[src/rtl/hack_alu_pkg.sv]
// Shared definitions for the extended Hack ALU and the shift-and-add multiply sequencer.
package hack_alu_pkg;

   localparam int ALU_INSTR_W = 9;

   localparam logic [ALU_INSTR_W-1:0] ALU_INSTR_ADD   = 9'b11_0_000010;
   localparam logic [ALU_INSTR_W-1:0] ALU_INSTR_SHL_X = 9'b01_0_110000;
   localparam logic [ALU_INSTR_W-1:0] ALU_INSTR_SHR_Y = 9'b01_0_000000;

   typedef enum logic [2:0] {
      ST_IDLE = 3'd0,
      ST_ADD  = 3'd1,
      ST_SHL  = 3'd2,
      ST_SHR  = 3'd3,
      ST_DONE = 3'd4
   } mul_state_t;

endpackage

[src/rtl/hack_mul_sequencer.sv]
// Multi-cycle shift-and-add multiplier that borrows the shared Hack ALU, one instruction per cycle.
// Optional macro HACK_MUL_EARLY_EXIT_EN: finish as soon as the shifted multiplier reaches zero.
module hack_mul_sequencer
   import hack_alu_pkg::*;
#(
   parameter int WIDTH = 16,
   parameter int CNT_W = 4
) (
   input  logic                   clk,
   input  logic                   reset,
   input  logic                   start,
   input  logic                   abort,
   input  logic [WIDTH-1:0]       a,
   input  logic [WIDTH-1:0]       b,
   output logic                   busy,
   output logic                   done,
   output logic [WIDTH-1:0]       product,
   output logic [WIDTH-1:0]       alu_x,
   output logic [WIDTH-1:0]       alu_y,
   output logic [ALU_INSTR_W-1:0] alu_instruction,
   input  logic [WIDTH-1:0]       alu_out,
   input  logic                   alu_zr
);

   mul_state_t       state_q, state_d;
   logic [WIDTH-1:0] acc_q, acc_d;
   logic [WIDTH-1:0] mcand_q, mcand_d;
   logic [WIDTH-1:0] mult_q, mult_d;
   logic [CNT_W-1:0] count_q, count_d;
   logic [WIDTH-1:0] product_q, product_d;
   logic             busy_q, busy_d;
   logic             done_q, done_d;
   logic             early_exit;

`ifdef HACK_MUL_EARLY_EXIT_EN
   assign early_exit = alu_zr;
`else
   assign early_exit = alu_zr & 1'b0;
`endif

   always_comb begin
      state_d   = state_q;
      acc_d     = acc_q;
      mcand_d   = mcand_q;
      mult_d    = mult_q;
      count_d   = count_q;
      product_d = product_q;
      if (abort) begin
         state_d = ST_IDLE;
      end else begin
         case (state_q)
            ST_IDLE: begin
               if (start) begin
                  mcand_d = a;
                  mult_d  = b;
                  acc_d   = '0;
                  count_d = '0;
                  state_d = b[0] ? ST_ADD : ST_SHL;
               end
            end
            ST_ADD: begin
               acc_d   = alu_out;
               state_d = ST_SHL;
            end
            ST_SHL: begin
               mcand_d = alu_out;
               state_d = ST_SHR;
            end
            ST_SHR: begin
               mult_d  = alu_out;
               count_d = count_q + 1'b1;
               // acc is final here: the SHR step never touches it
               if (count_q == CNT_W'(WIDTH - 1) || early_exit) begin
                  state_d   = ST_DONE;
                  product_d = acc_q;
               end else begin
                  state_d = alu_out[0] ? ST_ADD : ST_SHL;
               end
            end
            ST_DONE: state_d = ST_IDLE;
            default: state_d = ST_IDLE;
         endcase
      end
      busy_d = (state_d == ST_ADD) || (state_d == ST_SHL) || (state_d == ST_SHR);
      done_d = (state_d == ST_DONE);
   end

   always_ff @(posedge clk or posedge reset) begin
      if (reset) begin
         state_q   <= ST_IDLE;
         acc_q     <= '0;
         mcand_q   <= '0;
         mult_q    <= '0;
         count_q   <= '0;
         product_q <= '0;
         busy_q    <= 1'b0;
         done_q    <= 1'b0;
      end else begin
         state_q   <= state_d;
         acc_q     <= acc_d;
         mcand_q   <= mcand_d;
         mult_q    <= mult_d;
         count_q   <= count_d;
         product_q <= product_d;
         busy_q    <= busy_d;
         done_q    <= done_d;
      end
   end

   // ALU drive depends only on registered state, never on start/a/b
   always_comb begin
      alu_x           = '0;
      alu_y           = '0;
      alu_instruction = ALU_INSTR_ADD;
      case (state_q)
         ST_ADD: begin
            alu_x           = acc_q;
            alu_y           = mcand_q;
            alu_instruction = ALU_INSTR_ADD;
         end
         ST_SHL: begin
            alu_x           = mcand_q;
            alu_instruction = ALU_INSTR_SHL_X;
         end
         ST_SHR: begin
            alu_y           = mult_q;
            alu_instruction = ALU_INSTR_SHR_Y;
         end
         default: begin
            alu_x           = '0;
            alu_y           = '0;
            alu_instruction = ALU_INSTR_ADD;
         end
      endcase
   end

   assign busy    = busy_q;
   assign done    = done_q;
   assign product = product_q;

endmodule

[config.mk]
export PLATFORM = sky130hd
export DESIGN_NAME = hack_mul_sequencer
export DESIGN_NICKNAME = d
export VERILOG_FILES = /design/src/rtl/hack_alu_pkg.sv /design/src/rtl/hack_mul_sequencer.sv
export SDC_FILE = /design/constraint.sdc
export NUM_CORES = 1
export LEC_CHECK = 0
export CORE_ASPECT_RATIO = 0.8
export CORE_UTILIZATION = 45
export CTS_CLUSTER_DIAMETER = 60
export CTS_CLUSTER_SIZE = 14
export DETAILED_ROUTE_END_ITERATION = 8
export PLACE_DENSITY = 0.77
export SYNTH_ARGS = -nofsm -noshare
export SYNTH_HDL_FRONTEND = slang
export SYNTH_SLANG_ARGS = --single-unit
export TNS_END_PERCENT = 10
[constraint.sdc]
create_clock -name clk -period 3.1 [get_ports clk]
set_input_delay 0.62 -clock clk [delete_from_list [all_inputs] [get_ports clk]]
set_output_delay 0.62 -clock clk [all_outputs]
set_load 0.1 [all_outputs]
==> flow_summary.yaml <==
drt:
  initialDrtViolationCount: 126
  routed_via_density: 5.537
  routed_wl_um: 9398
  vias: 2741
  drc: 0
  antenna_left: 0
  dr.pass1.iters: 4
  post_drt_wl_per_cell_um: 18.99
clock_tree:
  postCtsSetupBuffers: 0
  root_buffer: "clkbuf_8"
  clk-insertion-delay-late_ns: 0.34
  cts-resized-gates: 0
  h-tree-depth: 3
  ctsHoldBuffers: 0
  cts_buffers: 9
  cts.clk_slew.worst_paths_ns: 0.07
  cts_tree: "yes"
  clock-sinks: 73
  clockBufferDepth: 2
placement:
  placed_area_um2: 5166
  dp_cells: 479
  portBuffers: 105
  dpl.hpwl_um: 6519
  gp_congestion: 0.8264
grt:
  overflow: 0
  grt_use_total_pct: 22.83
  antenna_found_initial: 0
  grt_max_degree: 52
  grt_pass1_wl_um: 15300
  grt_pass1_vias: 2871
yosys:
  synthArstFlopShare_pct: 100.0
  ys_seq_area_share_pct: 48.80
  postSynthCellCount: 277
  synth_edf_count: 0
  synth_area_um2: 3744
  yosys_warnings: 0
  ys_seq_elements: 73
  synth_flop_cell: "dfrtp_1"
  syn_area_per_cell_um2: 13.51
  synth_cell_types: 38
setup_path:
  cp-end-kind: "output pin"
  r2r_setup_slack_ns: 1.04
  crit_buf_inv: 2
  critPathTopFamily: "flip-flops"
  cp_max_fo: 16
  arrival_ns: 2.15
  slowest_delay_ns: 0.79
  worstPathCellList: "nor3b_4 -> buf_4 -> a22o_1 -> buf_12"
  r2r_end: "product[12]"
  worstPathRequired_ns: 2.48
  worstRegToRegCells: 4
  crit_slowest_cell: "dfrtp_1"
  cp-start-kind: "flip-flop"
  worstSetupPathDepth: 4
  crit_start: "state_q[0]"
  r2r_start: "state_q[0]"
  worstSetupPathType: "flip-flop to output pin"
floorplanning:
  fp.dieH_um: 83.58
  die-area_um2: 8690
  core_um2: 7983
  std_cell_rows: 29
  ioPinCount: 112
  die_w_um: 104.0
  start_util_pct: 46.90
final_layout:
  fin_util_pct: 67.48
  drive_gt1_share_pct: 43.15
  n_antenna_cell: 0
  area_growth_pct: 43.88
  final_cell_mix: "73 x dfrtp_1, 60 x mux2_2, 51 x clkdlybuf4s50_1"
  final_common_cell: "dfrtp_1"
  fin_cells: 495
  finish.instance_area_um2: 5386
  nFillCells: 600
  nets: 436
timing:
  finalClockSkew_ns: 0.01244
  max_freq_mhz: 360.9
  fin_tns_setup_ns: 0
  slew_viol_final: 0
  grt_setup_unrepaired: "false"
  max-slew-margin-rel_pct: 41.25
  worst_pin_slew_ns: 0.8812
  period_minus_slack_ns: 2.771
  finalCritPeriodShare_pct: 89.38
  setup_violations: 0
  hold_viol: 0
worst_hold_path:
  hold_end: "product[13]"
  holdCritPathClass: "flip-flop to flip-flop"
  min_from: "product[13]"
  holdPathStages: 1
power:
  power.leakage_nw: 2.472
  power_density_nw_per_um2: 617.4
  power.total_mw: 3.325
  irDropWorstVdd_uv: 357.3
run_status:
  status: "complete, no violations"
job:
  maxCapViolCount: 0
==> flip-flops by register name, indices dropped and copies added, names as in the netlist <==
register  cells
acc_q        16
busy          1
count_q       4
done          1
mcand_q      16
mult_q       16
product      16
state_q       3
==> cells in the mapped netlist (2+ instances only) <==
cell | instances | area share (%)
buf_2 | 7 | 0.94
buf_4 | 9 | 1.8
buf_6 | 5 | 1.5
dfrtp_1 | 73 | 49
mux2_2 | 60 | 18
conb_1 | 2 | 0.20
mux2_4 | 18 | 7.2
nand3_1 | 3 | 0.40
a21oi_1 | 3 | 0.40
o31ai_1 | 2 | 0.40
nand2b_1 | 2 | 0.33
clkbuf_1 | 4 | 0.40
nand2_1 | 2 | 0.20
o21ai_0 | 2 | 0.27
mux2_1 | 3 | 0.90
inv_1 | 5 | 0.50
nor2_1 | 6 | 0.60
a22o_1 | 50 | 12
nor3_1 | 2 | 0.27
==> power by group <==
part / internal (mW) / switching, mW / total (mW)
Clock: 0.474 / 0.346 / 0.820
Combinational: 0.532 / 0.722 / 1.25
Sequential: 1.12 / 0.136 / 1.25
Total: 2.12 / 1.20 / 3.33
==> cell type report <==
class	instances	area, µm²	area share [%]
repair buffers	117	1444	26.81
clock buffers	11	141.4	2.625
inverters	5	18.77	0.3484
multi-input cells	176	1742	32.33
well taps	108	135.1	2.509
flip-flops and latches	73	1827	33.91
clock inverters	5	78.83	1.463
==> kinds of logic after synthesis <==
group | after synthesis | share of synthesized area [%]
AO/OA/AOI/OAI | 61 | 13.64
adder cells (fa/ha/maj) | 1 | 0.3342
buffers and inverters | 31 | 5.247
flip-flops | 73 | 48.80
multiplexers | 81 | 26.17
other | 2 | 0.2006
AND/OR/NAND/NOR | 28 | 5.615
==> worst max-delay path by stage <==
stage                  to  slack [ns]
2_1_floorplan   alu_x[11]        0.05
3_3_place_gp   product[2]        0.58
3_5_place_dp   product[4]        0.57
4_1_cts         alu_x[14]        0.33
5_1_grt         alu_x[14]        0.23
6_report        alu_x[14]        0.33
==> metrics by stage <==
| stage | hold slack (ns) | setup slack, ns |
|---|---|---|
| floorplan | 0.4668 | 0.05320 |
| global placement | 0.4897 | 0.5802 |
| detailed placement | 0.4979 | 0.5663 |
| CTS | 0.5147 | 0.3274 |
| global route | 0.5350 | 0.2346 |
| finish | 0.5147 | 0.3292 |
==> metal layers <==
metal | up-vias | GRT usage [%] | share of wire (%)
li1 | 1238 | - | -
met5 | - | 0 | 0
met4 | 0 | 5.455 | 0.87
met1 | 1390 | 30.55 | 46
met2 | 102 | 35.45 | 46
met3 | 11 | 8.197 | 7.3
No activity file was read; power rests on OpenSTA's default activity.
